[config.mk]
export PLATFORM = sky130hd
export DESIGN_NAME = hazard_stall_ctrl_flat
export DESIGN_NICKNAME = d
export VERILOG_FILES = /design/src/rtl/hazard_stall_ctrl_if.sv /design/src/rtl/hazard_stall_ctrl.sv /design/src/flat_wrapper.sv
export SDC_FILE = /design/constraint.sdc
export NUM_CORES = 1
export LEC_CHECK = 0
export BUFFER_PORTS_ARGS = -buffer_cell sky130_fd_sc_hd__buf_2
export CORE_ASPECT_RATIO = 1.1
export CORE_MARGIN = 2
export CORE_UTILIZATION = 52
export CTS_BUF_LIST = sky130_fd_sc_hd__clkbuf_4 sky130_fd_sc_hd__clkbuf_8
export CTS_CLUSTER_DIAMETER = 40
export DETAILED_ROUTE_END_ITERATION = 10
export PLACE_DENSITY = 0.82
export SYNTH_ARGS = -nofsm -noshare
export SYNTH_HDL_FRONTEND = slang
export SYNTH_SLANG_ARGS = --single-unit
[constraint.sdc]
create_clock -name clk -period 2.6 [get_ports clk]
set_clock_uncertainty 0.05 [all_clocks]
set_input_delay 0.26 -clock clk [delete_from_list [all_inputs] [get_ports clk]]
set_output_delay 0.26 -clock clk [all_outputs]
set_load 0.005 [all_outputs]
[src/rtl/hazard_stall_ctrl_if.sv]
// ----------------------------------------------------------------------------
// hazard_stall_ctrl_if
// Bundles the pipeline-side signals seen by the hazard/stall controller.
//   master : pipeline side (drives ID/EX/MEM/WB status, receives controls)
//   slave  : controller side (receives status, drives controls)
// Signals:
//   id_rn/id_rm/id_rd, id_use_*          ID-stage source indices and read flags
//   ex_rd/mem_rd/wb_rd, *_rf_en           downstream destinations and write flags
//   ex_load, mem_req, mem_ready, br_taken pipeline status
//   cu_nop_sel, pc_ld, ifid_ld, ifid_flush, pipe_hold   pipeline controls
//   fwd_a/fwd_b/fwd_c                     operand source selects
//   bubble_cnt, timeout_err               status counters/flags
// ----------------------------------------------------------------------------
interface hazard_stall_ctrl_if #(
    parameter int REG_W = 4,
    parameter int CNT_W = 16
);
    logic [REG_W-1:0] id_rn;
    logic [REG_W-1:0] id_rm;
    logic [REG_W-1:0] id_rd;
    logic             id_use_rn;
    logic             id_use_rm;
    logic             id_use_rd;
    logic [REG_W-1:0] ex_rd;
    logic [REG_W-1:0] mem_rd;
    logic [REG_W-1:0] wb_rd;
    logic             ex_rf_en;
    logic             mem_rf_en;
    logic             wb_rf_en;
    logic             ex_load;
    logic             mem_req;
    logic             mem_ready;
    logic             br_taken;
    logic             cu_nop_sel;
    logic             pc_ld;
    logic             ifid_ld;
    logic             ifid_flush;
    logic             pipe_hold;
    logic [1:0]       fwd_a;
    logic [1:0]       fwd_b;
    logic [1:0]       fwd_c;
    logic [CNT_W-1:0] bubble_cnt;
    logic             timeout_err;

    modport master (
        output id_rn, id_rm, id_rd, id_use_rn, id_use_rm, id_use_rd,
        output ex_rd, mem_rd, wb_rd, ex_rf_en, mem_rf_en, wb_rf_en,
        output ex_load, mem_req, mem_ready, br_taken,
        input  cu_nop_sel, pc_ld, ifid_ld, ifid_flush, pipe_hold,
        input  fwd_a, fwd_b, fwd_c, bubble_cnt, timeout_err
    );

    modport slave (
        input  id_rn, id_rm, id_rd, id_use_rn, id_use_rm, id_use_rd,
        input  ex_rd, mem_rd, wb_rd, ex_rf_en, mem_rf_en, wb_rf_en,
        input  ex_load, mem_req, mem_ready, br_taken,
        output cu_nop_sel, pc_ld, ifid_ld, ifid_flush, pipe_hold,
        output fwd_a, fwd_b, fwd_c, bubble_cnt, timeout_err
    );
endinterface

[src/rtl/hazard_stall_ctrl.sv]
// ----------------------------------------------------------------------------
// hazard_stall_ctrl
// Pipeline hazard/stall controller: drives the ID bubble select, PC and IF/ID
// load enables, IF/ID flush and global pipe hold; selects operand forwarding
// sources; freezes the pipe while data memory is busy and flags a hung memory.
// Ports:
//   clk    pipeline clock
//   reset  synchronous, active-high
//   hz     hazard_stall_ctrl_if.slave (status in, controls/flags out)
// Configuration macro: HAZARD_FWD_EN
//   defined   : EX/MEM/WB forwarding enabled, only load-use stalls
//   undefined : forwarding selects tied to RF, any RAW match stalls
// All control outputs are combinational from state and inputs; bubble_cnt and
// timeout_err are registered.
// ----------------------------------------------------------------------------
module hazard_stall_ctrl #(
    parameter int REG_W       = 4,
    parameter int PC_REG      = 15,
    parameter int MEM_TIMEOUT = 15,
    parameter int CNT_W       = 16
) (
    input  logic               clk,
    input  logic               reset,
    hazard_stall_ctrl_if.slave hz
);
    localparam int                WCNT_W    = (MEM_TIMEOUT < 1) ? 1 : $clog2(MEM_TIMEOUT + 1);
    localparam logic [REG_W-1:0]  PC_IDX    = REG_W'(PC_REG);
    localparam logic [WCNT_W-1:0] WCNT_MAX  = WCNT_W'(MEM_TIMEOUT);
    localparam logic [WCNT_W-1:0] WCNT_ZERO = {WCNT_W{1'b0}};
    localparam logic [WCNT_W-1:0] WCNT_ONE  = WCNT_W'(1);
    localparam logic [CNT_W-1:0]  CNT_ZERO  = {CNT_W{1'b0}};
    localparam logic [CNT_W-1:0]  CNT_ONE   = CNT_W'(1);
    localparam logic [CNT_W-1:0]  CNT_MAX   = {CNT_W{1'b1}};

    typedef enum logic [1:0] {
        RST_FLUSH = 2'd0,
        RUN       = 2'd1,
        MEM_WAIT  = 2'd2,
        ERR       = 2'd3
    } state_t;

    state_t            state_r, state_nxt_s;
    logic [WCNT_W-1:0] wcnt_r, wcnt_nxt_s;
    logic [CNT_W-1:0]  bubble_cnt_r;
    logic              timeout_err_r;
    logic              err_set_s, bubble_inc_s;
    logic              ex_hit_s, mem_hit_s, wb_hit_s, data_stall_s;
    logic              run_cu_s, run_pc_s, run_ifid_s, run_flush_s;
    logic              cu_s, pc_s, ifid_s, flush_s, hold_s;
    logic [1:0]        fwd_a_s, fwd_b_s, fwd_c_s;
    logic [1:0]        fwd_a_o_s, fwd_b_o_s, fwd_c_o_s;

    // A source depends on a stage when it is really read, that stage writes
    // the same register, and the register is not the PC alias.
    function automatic logic src_match(input logic use_s, input logic [REG_W-1:0] src,
                                       input logic rf_en, input logic [REG_W-1:0] dst);
        return use_s & rf_en & (src == dst) & (src != PC_IDX);
    endfunction

    // Youngest producer wins; a load still in EX cannot supply its data yet.
    function automatic logic [1:0] fwd_sel(input logic use_s, input logic [REG_W-1:0] src,
                                           input logic ex_en, input logic [REG_W-1:0] ex_dst,
                                           input logic mem_en, input logic [REG_W-1:0] mem_dst,
                                           input logic wb_en, input logic [REG_W-1:0] wb_dst);
        logic [1:0] sel;
        if (src_match(use_s, src, ex_en, ex_dst)) begin
            sel = 2'b01;
        end else if (src_match(use_s, src, mem_en, mem_dst)) begin
            sel = 2'b10;
        end else if (src_match(use_s, src, wb_en, wb_dst)) begin
            sel = 2'b11;
        end else begin
            sel = 2'b00;
        end
        return sel;
    endfunction

    // RAW detection against each downstream stage and forwarding selects.
    always_comb begin
        ex_hit_s  = src_match(hz.id_use_rn, hz.id_rn, hz.ex_rf_en, hz.ex_rd)
                  | src_match(hz.id_use_rm, hz.id_rm, hz.ex_rf_en, hz.ex_rd)
                  | src_match(hz.id_use_rd, hz.id_rd, hz.ex_rf_en, hz.ex_rd);
        mem_hit_s = src_match(hz.id_use_rn, hz.id_rn, hz.mem_rf_en, hz.mem_rd)
                  | src_match(hz.id_use_rm, hz.id_rm, hz.mem_rf_en, hz.mem_rd)
                  | src_match(hz.id_use_rd, hz.id_rd, hz.mem_rf_en, hz.mem_rd);
        wb_hit_s  = src_match(hz.id_use_rn, hz.id_rn, hz.wb_rf_en, hz.wb_rd)
                  | src_match(hz.id_use_rm, hz.id_rm, hz.wb_rf_en, hz.wb_rd)
                  | src_match(hz.id_use_rd, hz.id_rd, hz.wb_rf_en, hz.wb_rd);
`ifdef HAZARD_FWD_EN
        data_stall_s = hz.ex_load & ex_hit_s;
        fwd_a_s = fwd_sel(hz.id_use_rn, hz.id_rn, hz.ex_rf_en & ~hz.ex_load, hz.ex_rd,
                          hz.mem_rf_en, hz.mem_rd, hz.wb_rf_en, hz.wb_rd);
        fwd_b_s = fwd_sel(hz.id_use_rm, hz.id_rm, hz.ex_rf_en & ~hz.ex_load, hz.ex_rd,
                          hz.mem_rf_en, hz.mem_rd, hz.wb_rf_en, hz.wb_rd);
        fwd_c_s = fwd_sel(hz.id_use_rd, hz.id_rd, hz.ex_rf_en & ~hz.ex_load, hz.ex_rd,
                          hz.mem_rf_en, hz.mem_rd, hz.wb_rf_en, hz.wb_rd);
`else
        // Without forwarding every in-flight producer must drain to the RF.
        data_stall_s = ex_hit_s | mem_hit_s | wb_hit_s;
        fwd_a_s = 2'b00;
        fwd_b_s = 2'b00;
        fwd_c_s = 2'b00;
`endif
    end

    // Normal-issue decode, shared by RUN and the memory-release cycle.
    always_comb begin
        run_cu_s    = 1'b0;
        run_pc_s    = 1'b0;
        run_ifid_s  = 1'b0;
        run_flush_s = 1'b0;
        if (data_stall_s) begin
            // Bubble into EX; PC and IF/ID hold so a coincident branch re-resolves.
            run_cu_s = 1'b1;
        end else if (hz.br_taken) begin
            run_pc_s    = 1'b1;
            run_ifid_s  = 1'b1;
            run_flush_s = 1'b1;
        end else begin
            run_pc_s   = 1'b1;
            run_ifid_s = 1'b1;
        end
    end

    // Next-state, wait counter and control outputs.
    always_comb begin
        state_nxt_s  = state_r;
        wcnt_nxt_s   = wcnt_r;
        err_set_s    = 1'b0;
        bubble_inc_s = 1'b0;
        cu_s         = 1'b0;
        pc_s         = 1'b0;
        ifid_s       = 1'b0;
        flush_s      = 1'b0;
        hold_s       = 1'b0;
        fwd_a_o_s    = fwd_a_s;
        fwd_b_o_s    = fwd_b_s;
        fwd_c_o_s    = fwd_c_s;
        case (state_r)
            RST_FLUSH: begin
                cu_s        = 1'b1;
                flush_s     = 1'b1;
                fwd_a_o_s   = 2'b00;
                fwd_b_o_s   = 2'b00;
                fwd_c_o_s   = 2'b00;
                wcnt_nxt_s  = WCNT_ZERO;
                state_nxt_s = RUN;
            end
            RUN: begin
                if (hz.mem_req & ~hz.mem_ready) begin
                    hold_s      = 1'b1;
                    wcnt_nxt_s  = WCNT_ONE;
                    state_nxt_s = MEM_WAIT;
                end else begin
                    cu_s         = run_cu_s;
                    pc_s         = run_pc_s;
                    ifid_s       = run_ifid_s;
                    flush_s      = run_flush_s;
                    bubble_inc_s = run_cu_s;
                    wcnt_nxt_s   = WCNT_ZERO;
                end
            end
            MEM_WAIT: begin
                if (hz.mem_ready) begin
                    // Release in the same cycle with an ordinary issue decision.
                    cu_s         = run_cu_s;
                    pc_s         = run_pc_s;
                    ifid_s       = run_ifid_s;
                    flush_s      = run_flush_s;
                    bubble_inc_s = run_cu_s;
                    wcnt_nxt_s   = WCNT_ZERO;
                    state_nxt_s  = RUN;
                end else begin
                    hold_s = 1'b1;
                    if (wcnt_r == WCNT_MAX) begin
                        err_set_s   = 1'b1;
                        state_nxt_s = ERR;
                    end else begin
                        wcnt_nxt_s = wcnt_r + WCNT_ONE;
                    end
                end
            end
            ERR: begin
                hold_s = 1'b1;
                cu_s   = 1'b1;
            end
            default: begin
                wcnt_nxt_s  = WCNT_ZERO;
                state_nxt_s = RST_FLUSH;
            end
        endcase
    end

    // State, wait counter, saturating bubble counter and sticky timeout flag.
    always_ff @(posedge clk) begin
        if (reset) begin
            state_r       <= RST_FLUSH;
            wcnt_r        <= WCNT_ZERO;
            bubble_cnt_r  <= CNT_ZERO;
            timeout_err_r <= 1'b0;
        end else begin
            state_r <= state_nxt_s;
            wcnt_r  <= wcnt_nxt_s;
            if (bubble_inc_s && (bubble_cnt_r != CNT_MAX)) begin
                bubble_cnt_r <= bubble_cnt_r + CNT_ONE;
            end
            if (err_set_s) begin
                timeout_err_r <= 1'b1;
            end
        end
    end

    assign hz.cu_nop_sel  = cu_s;
    assign hz.pc_ld       = pc_s;
    assign hz.ifid_ld     = ifid_s;
    assign hz.ifid_flush  = flush_s;
    assign hz.pipe_hold   = hold_s;
    assign hz.fwd_a       = fwd_a_o_s;
    assign hz.fwd_b       = fwd_b_o_s;
    assign hz.fwd_c       = fwd_c_o_s;
    assign hz.bubble_cnt  = bubble_cnt_r;
    assign hz.timeout_err = timeout_err_r;
endmodule
[src/flat_wrapper.sv]
// flat-port wrapper written by rule: the top's interface ports become plain ports
module hazard_stall_ctrl_flat 
#(
    parameter int REG_W       = 4,
    parameter int PC_REG      = 15,
    parameter int MEM_TIMEOUT = 15,
    parameter int CNT_W       = 16
)
  (clk, reset, hz_id_rn, hz_id_rm, hz_id_rd, hz_id_use_rn, hz_id_use_rm, hz_id_use_rd, hz_ex_rd, hz_mem_rd, hz_wb_rd, hz_ex_rf_en, hz_mem_rf_en, hz_wb_rf_en, hz_ex_load, hz_mem_req, hz_mem_ready, hz_br_taken, hz_cu_nop_sel, hz_pc_ld, hz_ifid_ld, hz_ifid_flush, hz_pipe_hold, hz_fwd_a, hz_fwd_b, hz_fwd_c, hz_bubble_cnt, hz_timeout_err);
  hazard_stall_ctrl_if #(.REG_W(REG_W), .CNT_W(CNT_W)) hz_i ();
  input  logic clk;
  input  logic reset;
  input wire logic [$bits(hz_i.id_rn)-1:0] hz_id_rn;
  input wire logic [$bits(hz_i.id_rm)-1:0] hz_id_rm;
  input wire logic [$bits(hz_i.id_rd)-1:0] hz_id_rd;
  input wire logic [$bits(hz_i.id_use_rn)-1:0] hz_id_use_rn;
  input wire logic [$bits(hz_i.id_use_rm)-1:0] hz_id_use_rm;
  input wire logic [$bits(hz_i.id_use_rd)-1:0] hz_id_use_rd;
  input wire logic [$bits(hz_i.ex_rd)-1:0] hz_ex_rd;
  input wire logic [$bits(hz_i.mem_rd)-1:0] hz_mem_rd;
  input wire logic [$bits(hz_i.wb_rd)-1:0] hz_wb_rd;
  input wire logic [$bits(hz_i.ex_rf_en)-1:0] hz_ex_rf_en;
  input wire logic [$bits(hz_i.mem_rf_en)-1:0] hz_mem_rf_en;
  input wire logic [$bits(hz_i.wb_rf_en)-1:0] hz_wb_rf_en;
  input wire logic [$bits(hz_i.ex_load)-1:0] hz_ex_load;
  input wire logic [$bits(hz_i.mem_req)-1:0] hz_mem_req;
  input wire logic [$bits(hz_i.mem_ready)-1:0] hz_mem_ready;
  input wire logic [$bits(hz_i.br_taken)-1:0] hz_br_taken;
  output wire logic [$bits(hz_i.cu_nop_sel)-1:0] hz_cu_nop_sel;
  output wire logic [$bits(hz_i.pc_ld)-1:0] hz_pc_ld;
  output wire logic [$bits(hz_i.ifid_ld)-1:0] hz_ifid_ld;
  output wire logic [$bits(hz_i.ifid_flush)-1:0] hz_ifid_flush;
  output wire logic [$bits(hz_i.pipe_hold)-1:0] hz_pipe_hold;
  output wire logic [$bits(hz_i.fwd_a)-1:0] hz_fwd_a;
  output wire logic [$bits(hz_i.fwd_b)-1:0] hz_fwd_b;
  output wire logic [$bits(hz_i.fwd_c)-1:0] hz_fwd_c;
  output wire logic [$bits(hz_i.bubble_cnt)-1:0] hz_bubble_cnt;
  output wire logic [$bits(hz_i.timeout_err)-1:0] hz_timeout_err;
  assign hz_i.id_rn = hz_id_rn;
  assign hz_i.id_rm = hz_id_rm;
  assign hz_i.id_rd = hz_id_rd;
  assign hz_i.id_use_rn = hz_id_use_rn;
  assign hz_i.id_use_rm = hz_id_use_rm;
  assign hz_i.id_use_rd = hz_id_use_rd;
  assign hz_i.ex_rd = hz_ex_rd;
  assign hz_i.mem_rd = hz_mem_rd;
  assign hz_i.wb_rd = hz_wb_rd;
  assign hz_i.ex_rf_en = hz_ex_rf_en;
  assign hz_i.mem_rf_en = hz_mem_rf_en;
  assign hz_i.wb_rf_en = hz_wb_rf_en;
  assign hz_i.ex_load = hz_ex_load;
  assign hz_i.mem_req = hz_mem_req;
  assign hz_i.mem_ready = hz_mem_ready;
  assign hz_i.br_taken = hz_br_taken;
  assign hz_cu_nop_sel = hz_i.cu_nop_sel;
  assign hz_pc_ld = hz_i.pc_ld;
  assign hz_ifid_ld = hz_i.ifid_ld;
  assign hz_ifid_flush = hz_i.ifid_flush;
  assign hz_pipe_hold = hz_i.pipe_hold;
  assign hz_fwd_a = hz_i.fwd_a;
  assign hz_fwd_b = hz_i.fwd_b;
  assign hz_fwd_c = hz_i.fwd_c;
  assign hz_bubble_cnt = hz_i.bubble_cnt;
  assign hz_timeout_err = hz_i.timeout_err;
  hazard_stall_ctrl #(.REG_W(REG_W), .PC_REG(PC_REG), .MEM_TIMEOUT(MEM_TIMEOUT), .CNT_W(CNT_W)) u_core (.clk(clk), .reset(reset), .hz(hz_i));
endmodule
==> results.cfg, run 1 <==
[outcome]
status = finished, final reports clean

[logic_synthesis]
post_synth.cell_area_avg_sq_um = 7.90
syn_inst = 240
synth_ff_type = dfxtp_1
syn_area_sq_um = 1900
yosysUniqueCellTypes = 52
synth_top_area_cell = dfxtp_1
yosys_warnings = 0
async_flop_share_pct = 0
synth_area_leaders = dfxtp_1 (24%), xor2_1 (9.7%), xnor2_1 (6.9%), ha_1 (5.3%), nand2_1 (4.7%)
synth.yosys.seq_area_share_pct = 24.3
yosys.area.top_type_share_pct = 24.3
synth_edf_count = 0
ys_seq_elements = 23

[global_routing]
first_global_vias = 1695
grt_max_degree = 25
grt_pass1_wl_um = 7340
grtUsageTotal_pct = 22.7
overflow = 0
antenna_found_initial = 0

[clock_tree]
path_clk_slew_ps = 80
cts_tree = yes
cts_root_buf = clkbuf_8
cts.sinks = 23
postCtsSetupBuffers = 0
cts_resized = 0
cts_made_buffers = 3
cts_hold_buf = 0
clockBufferDepth = 2
h-tree-depth = 1
clk_latency_ps = 260

[setup_path]
worstPathCellList = ha_1 -> and2_1 -> and3_1 -> and3_4 -> nor3b_4 -> nor3_1 -> and3_1 -> mux2_4
r2r-start = u_core.hz.bubble_cnt[0]
cp_max_fo = 9
critPathSlowestCell = dfxtp_1
regToRegSetupSlack_ps = 210
end_kind = flop
critPathBufInv = 0
cpMostUsedCell = and3_1
reg2reg_depth = 8
r2r_end = u_core.hz.bubble_cnt[7]
critical-path-max-stage-delay_ps = 380
timing_worst_setup_path_type = flop to flop
cp-start-kind = flop
arrival_ps = 2500
cp_top_family = simple AND/OR/NAND/NOR gates
worstPathRequired_ps = 2710

[min_path]
holdPathStages = 3
holdPathEnd = u_core.wcnt_r[0]
holdCritStartpoint = hz_mem_ready
min_path_type = primary input to flop

[timing]
hold_violations = 0
finalSetupTns_ps = 0
post-route-min-period_ps = 2390
fin_crit_sh_pct = 91.9
finalMaxSlewViolations = 0
setup-violations-final = 0
timing.max_slew.rel_slack_pct = 65.7
rsz0062_at_grt = no
fmax_ghz = 0.418
worstMarginPinSlew_ps = 514

[route]
finalWirelength_um = 4480
num_vias = 1905
initialDrtViolationCount = 83
vias_per_cell = 5.49
drc_errors = 0
drtAntennaViolNets = 0
firstDrtPassIters = 4
wl_per_cell_um = 12.9

[cells_and_area]
fin_nets = 342
final_cell_mix = buf_2 (56), nand2_1 (24), dfxtp_1 (23)
drive_gt1_share_pct = 25.3
instances_no_fill = 347
syn2layout_area_growth_pct = 19.4
layout_commonest_cell = buf_2
n_antenna_cell = 0

[power]
ir_worst_vdd_mv = 0.421
power.density_nw_per_um2 = 396
p_leak_uw = 0.000981

[floorplanning]
pin_count = 64
die-height_um = 67.3
core_sq_um = 3570
initial_core_util_pct = 53.2
die_area_sq_um = 4150
num_rows = 23
die_w_um = 61.6

[placement]
place.gp.congestion = 0.862
dp.cells = 343
io_buffer_count = 56
dp_hpwl_um = 3560

[flow_run]
max_cap_viol_count = 0
[worst max path at each step]
stage / from / slack, ps / endpoint / depth (start not counted)
3_3_place_gp: u_core.hz.bubble_cnt[0] / 260 / u_core.hz.bubble_cnt[7] / 8
2_1_floorplan: u_core.hz.bubble_cnt[0] / 410 / u_core.hz.bubble_cnt[9] / 9
6_report: u_core.hz.bubble_cnt[0] / 210 / u_core.hz.bubble_cnt[7] / 8
5_1_grt: u_core.hz.bubble_cnt[0] / 4 / u_core.hz.bubble_cnt[7] / 8
3_5_place_dp: u_core.hz.bubble_cnt[0] / 230 / u_core.hz.bubble_cnt[7] / 8
4_1_cts: u_core.hz.bubble_cnt[0] / 210 / u_core.hz.bubble_cnt[7] / 8
[metrics by stage]
| step | setup slack [ps] | hold WS (ps) | power [uW] | cell area [sq um] | utilization, % |
|---|---|---|---|---|---|
| global route | 3.79 | 318 | 961 | 2260 | 63.5 |
| floorplan | 410 | 388 | 566 | 1920 | - |
| global placement | 263 | 400 | 675 | 2220 | 62.2 |
| detailed placement | 227 | 418 | 681 | 2220 | 62.2 |
| CTS | 213 | 300 | 902 | 2260 | 63.5 |
| finish | 210 | 309 | 896 | 2260 | 63.5 |
[state kept, by name, indices dropped and copies added (netlist names)]
| signal | count |
|---|---|
| u_core.wcnt_r | 4 |
| u_core.hz.bubble_cnt | 16 |
| u_core.state_r | 2 |
| u_core.hz.timeout_err | 1 |
[cell families after synthesis]
logic type                 synth area share, %
xor gates and xnor gates                  16.6
muxes                                     2.11
AOI/OAI and AO/OA                         18.2
buffers and inverters                     5.87
other                                    0.198
adders and majority gates                 5.28
and+or+nand+nor                           27.4
DFF                                       24.3
[report_power, final]
group	switching (uW)	internal, uW
Clock	114	107
Sequential	12.4	360
Combinational	168	135
Total	295	601
[synthesized netlist by cell type, drive strengths merged (2+ instances only)]
| library cell | n |
|---|---|
| nand4 | 5 |
| xnor2 | 15 |
| o31ai | 4 |
| a21oi | 14 |
| and2 | 2 |
| and4 | 4 |
| buf | 9 |
| and3 | 5 |
| nor2 | 19 |
| nand2b | 2 |
| nor2b | 2 |
| a311oi | 2 |
| or4 | 3 |
| nor3b | 3 |
| nor4 | 7 |
| o311ai | 2 |
| clkbuf | 4 |
| inv | 9 |
| or3 | 2 |
| a41oi | 5 |
| ha | 8 |
| dfxtp | 23 |
| nor3 | 6 |
| mux2 | 2 |
| xor2 | 21 |
| nand2 | 24 |
| o21ai | 10 |
| a31o | 2 |
| nand3 | 9 |
[cell type report]
class / instances / area [sq um]
multi-input combinational: 200 / 1340
fill: 358 / 1300
sequential: 23 / 460
timing repair buffer: 61 / 318
tap: 50 / 62.6
clock buffer: 3 / 41.3
inverter: 9 / 33.8
clock inverter: 1 / 5.00
[worst register-to-register path: cells and delay by family (launching register included)]
kind / cells / cell delay, ps
and+or+nand+nor: 6 / 1350
DFF: 1 / 380
muxes: 1 / 290
adders and majority gates: 1 / 220
[per-layer routing]
metal,GRT usage (%),wire length (um),share of wire (%),up-vias
li1,-,-,-,980
met1,29.5,2000,45,881
met2,39.1,2250,50,42
met3,3.64,213,4.8,2
met4,4.79,23,0.51,0
met5,0,0,0,-
Power figures use the tool's default switching activity.
==> inputs of run 2 (changes only) <==
CORE_MARGIN = 4   (was 2)
==> results.cfg, run 2 (synthesis results as in run 1) <==
[setup_path]
crit_start = u_core.hz.bubble_cnt[0]
worstPathRequired_ps = 2780
timing_worst_setup_path_type = flop to flop
arrival_ps = 2540
cp_max_fo = 9
r2r-start = u_core.hz.bubble_cnt[0]
cp-start-kind = flop
end_kind = flop

[timing]
finalSetupTns_ps = 0
fin_crit_sh_pct = 90.8
finalMaxSlewViolations = 0
fmax_ghz = 0.424
hold_violations = 0
post-route-min-period_ps = 2360
setup-violations-final = 0
rsz0062_at_grt = no
setup_slack_ps = 240

[cells_and_area]
nFillCells = 311
instances_no_fill = 347
design_area_sq_um = 2260
layout_commonest_cell = buf_2
multi_input_area_sq_um = 1340
largest_register_ffs = 16
fin_nets = 344
n_antenna_cell = 0
regArea_sq_um = 460
final_cell_mix = buf_2 (56), nand2_1 (24), dfxtp_1 (23)
syn2layout_area_growth_pct = 19.2
drive_gt1_share_pct = 25.8

[outcome]
status = finished, final reports clean

[power]
ir_worst_vdd_mv = 0.238
p_leak_uw = 0.000984
total_power_uw = 861
power.density_nw_per_um2 = 381

[floorplanning]
die_w_um = 65.6
core_sq_um = 3410
die_area_sq_um = 4680
num_rows = 22
die-height_um = 71.3
pin_count = 64
initial_core_util_pct = 55.6

[clock_tree]
cts.sinks = 23
cts_made_buffers = 3
postCtsSetupBuffers = 0
clockBufferDepth = 2
path_clk_slew_ps = 130
h-tree-depth = 1
cts_resized = 0
clk_latency_ps = 310
cts_hold_buf = 0
cts_root_buf = clkbuf_4
cts_tree = yes

[global_routing]
grt_max_degree = 25
antenna_found_initial = 0
grtUsageTotal_pct = 20.4
grt_pass1_wl_um = 7790
overflow = 0
first_global_vias = 1728

[placement]
place.gp.congestion = 0.873
pre_cts_slack_ps = 284
io_buffer_count = 56
dp.cells = 343
placed_area_sq_um = 2230
dp_hpwl_um = 3730

[route]
vias_per_cell = 5.67
num_vias = 1968
wl_per_cell_um = 13.8
drtAntennaViolNets = 0
drc_errors = 0
firstDrtPassIters = 4
finalWirelength_um = 4790
initialDrtViolationCount = 132

[flow_run]
max_cap_viol_count = 0

[min_path]
min_path_type = primary input to flop
holdCritStartpoint = hz_mem_ready
[run 2: layer usage]
| metal | wire length, um | global-route usage (%) | share of wire (%) |
|---|---|---|---|
| met1 | 2080 | 26.1 | 43 |
| met2 | 2230 | 34.8 | 46 |
| met3 | 385 | 4.23 | 8.0 |
| met4 | 99 | 5.30 | 2.1 |
| met5 | 0 | 0 | 0 |
[run 2: area by class of cell]
class	count	share of cell area [%]
timing repair buffer	63	14.7
tap	48	2.66
clock buffer	4	1.33
inverter	9	1.49
sequential	23	20.4
multi-input combinational	200	59.4
[run 2: final timing paths]
| kind | endpoint | slack (ps) | cells past startpoint |
|---|---|---|---|
| worst min register to register | u_core.hz.timeout_err | 440 | 2 |
| worst max register to register | u_core.hz.bubble_cnt[5] | 240 | 9 |
| worst min-delay path | u_core.wcnt_r[0] | 260 | 3 |
| worst max-delay path | u_core.hz.bubble_cnt[5] | 240 | 9 |
[run 2: metrics by stage]
stage	utilization, %	hold WS, ps
2_1_floorplan	-	388
3_3_place_gp	65.4	403
3_5_place_dp	65.4	416
4_1_cts	66.2	237
5_1_grt	66.2	274
6_report	66.2	256
[run 2: report_power, final]
part           internal [uW]  switching [uW]
registers                360            11.8
logic                    137             173
clock network           70.4             109
[run 2: critical path: stages, from the launching register on]
cell	delay, ps
dfxtp_1	360
ha_1	240
and2_1	170
and3_1	190
and3_4	200
nor3b_4	180
buf_4	170
nor4_1	350
a21oi_1	130
a31o_2	220
==> inputs of run 3 (changes only) <==
--- a/config.mk
+++ b/config.mk
@@ -8,5 +8,5 @@
 export BUFFER_PORTS_ARGS = -buffer_cell sky130_fd_sc_hd__buf_2
 export CORE_ASPECT_RATIO = 1.1
-export CORE_MARGIN = 4
+export CORE_MARGIN = 10
 export CORE_UTILIZATION = 52
 export CTS_BUF_LIST = sky130_fd_sc_hd__clkbuf_4 sky130_fd_sc_hd__clkbuf_8
==> constraint.sdc (replaced) <==
create_clock -name clk -period 2.6 [get_ports clk]
set_clock_uncertainty 0.05 [all_clocks]
set_input_delay 0.52 -clock clk [delete_from_list [all_inputs] [get_ports clk]]
set_output_delay 0.52 -clock clk [all_outputs]
set_load 0.005 [all_outputs]
==> results.cfg, run 3 (synthesis results as in run 1) <==
[outcome]
status = complete, but fails checks
violations = negative setup slack

[route]
drc_errors = 0
finalWirelength_um = 5700
wl_per_cell_um = 16.3
num_vias = 2010
firstDrtPassIters = 4
drtAntennaViolNets = 0
vias_per_cell = 5.74
initialDrtViolationCount = 111

[global_routing]
grt_util_met1_pct = 18.3
use_met3_pct = 4.20
antenna_found_initial = 0
grtUsageTotal_pct = 14.6
first_global_vias = 1774
use_met2_pct = 22.7
overflow = 0
grt_pass1_wl_um = 8190
grt_max_degree = 25
top_usage_layer = met2

[timing]
setup_slack_ps = -46.5
finalMaxSlewViolations = 0
post-route-min-period_ps = 2650
fmax_ghz = 0.378
hold_slack_ps = 434
fin_crit_sh_pct = 102
setup-violations-final = 1
hold_violations = 0
finalSetupTns_ps = -46.5

[setup_path]
critPathSlowestCell = o311ai_2
cp_max_fo = 5
critical-path-max-stage-delay_ps = 400
reg2reg_depth = 9
worstPathRequired_ps = 2030
worstPathCellList = buf_4 -> xor2_2 -> nor4_2 -> o311ai_2 -> nand4_1 -> nor2_1 -> o21ba_2 -> buf_2
end_kind = primary output
timing_worst_setup_path_type = primary input to primary output
arrival_ps = 2080
cp-start-kind = primary input

[cells_and_area]
largest_register_ffs = 16
fin_nets = 347
nFillCells = 275
regArea_sq_um = 465
layout_commonest_cell = buf_2
n_antenna_cell = 0
multi_input_area_sq_um = 1480
syn2layout_area_growth_pct = 29.7
drive_gt1_share_pct = 32.5
final_cell_mix = buf_2 (47), nand2_1 (24), dfxtp_1 (21)

[clock_tree]
cts_root_buf = clkbuf_4
clk_latency_ps = 310
cts_tree = yes
path_clk_slew_ps = 120
cts.sinks = 23
cts_made_buffers = 3
clockBufferDepth = 2
h-tree-depth = 1

[min_path]
min_path_type = flop to flop
holdPathStages = 2

[floorplanning]
die_area_sq_um = 6470
initial_core_util_pct = 55.6
die-height_um = 83.3
core_sq_um = 3410
pin_count = 64
die_w_um = 77.6
num_rows = 22

[placement]
place.gp.congestion = 0.841
dp_hpwl_um = 4000
io_buffer_count = 56

[power]
power.density_nw_per_um2 = 367
ir_worst_vdd_mv = 0.230
p_leak_uw = 0.00104

[flow_run]
max_cap_viol_count = 0
run 3: changes by cell type in the layout (fill, tap and decap cells not counted), moves of 3 or more:
cell    previous run  this run
buf_2             56        47
buf_4              7        14
buf_6              0         3
nor4_1             7         4
xor2_1            21        13
xor2_2             0         7
run 3: worst paths after layout:
kind	from	endpoint	slack, ps
min	u_core.hz.timeout_err	u_core.hz.timeout_err	430
max reg2reg	u_core.hz.bubble_cnt[0]	u_core.hz.bubble_cnt[9]	220
max	hz_id_rm[1]	hz_ifid_flush	-50
min reg2reg	u_core.hz.timeout_err	u_core.hz.timeout_err	430
run 3: cell type report:
| type | instances | share of cell area (%) |
|---|---|---|
| Clock buffer | 4 | 1.22 |
| Timing Repair Buffer | 66 | 16.1 |
| Tap cell | 48 | 2.44 |
| Multi-Input combinational cell | 200 | 59.9 |
| Inverter | 9 | 1.37 |
| Sequential cell | 23 | 18.9 |
run 3: metal layers:
| metal | wire length [um] | vias up |
|---|---|---|
| met4 | 156 | 0 |
| met3 | 463 | 12 |
| met1 | 2330 | 928 |
| met2 | 2750 | 91 |
| met5 | 0 | - |
| li1 | - | 979 |
run 3: worst max-delay path, delay by kind of cell:
family	cells	cell delay, ps
buffers and inverters	2	250
AO/OA/AOI/OAI	2	550
XOR/XNOR	1	220
AND/OR/NAND/NOR	3	530
run 3: through the flow:
stage / utilization, % / area, sq um / cells / total power, uW / setup slack [ps]
final: 72.1 / 2460 / 350 / 903 / -46.5
after global routing: 72.1 / 2460 / 350 / 959 / -122
after CTS: 66.5 / 2270 / 348 / 865 / 28.3
after detailed placement: 65.6 / 2240 / 344 / 686 / 34.8
after global placement: 65.6 / 2240 / 344 / 680 / 69.1
after floorplan: - / 1920 / 245 / 566 / 156
run 3: power by group:
group	internal [uW]	switching (uW)
Clock	70.5	108
Combinational	156	195
Sequential	362	11.9
Total	589	314
run 3: repair_timing:
item / CTS / global route
setup endpoints to repair: 0 / 4
setup buffers: 0 / 2
gates resized for setup: 0 / 42
hold buffers: 0 / 0
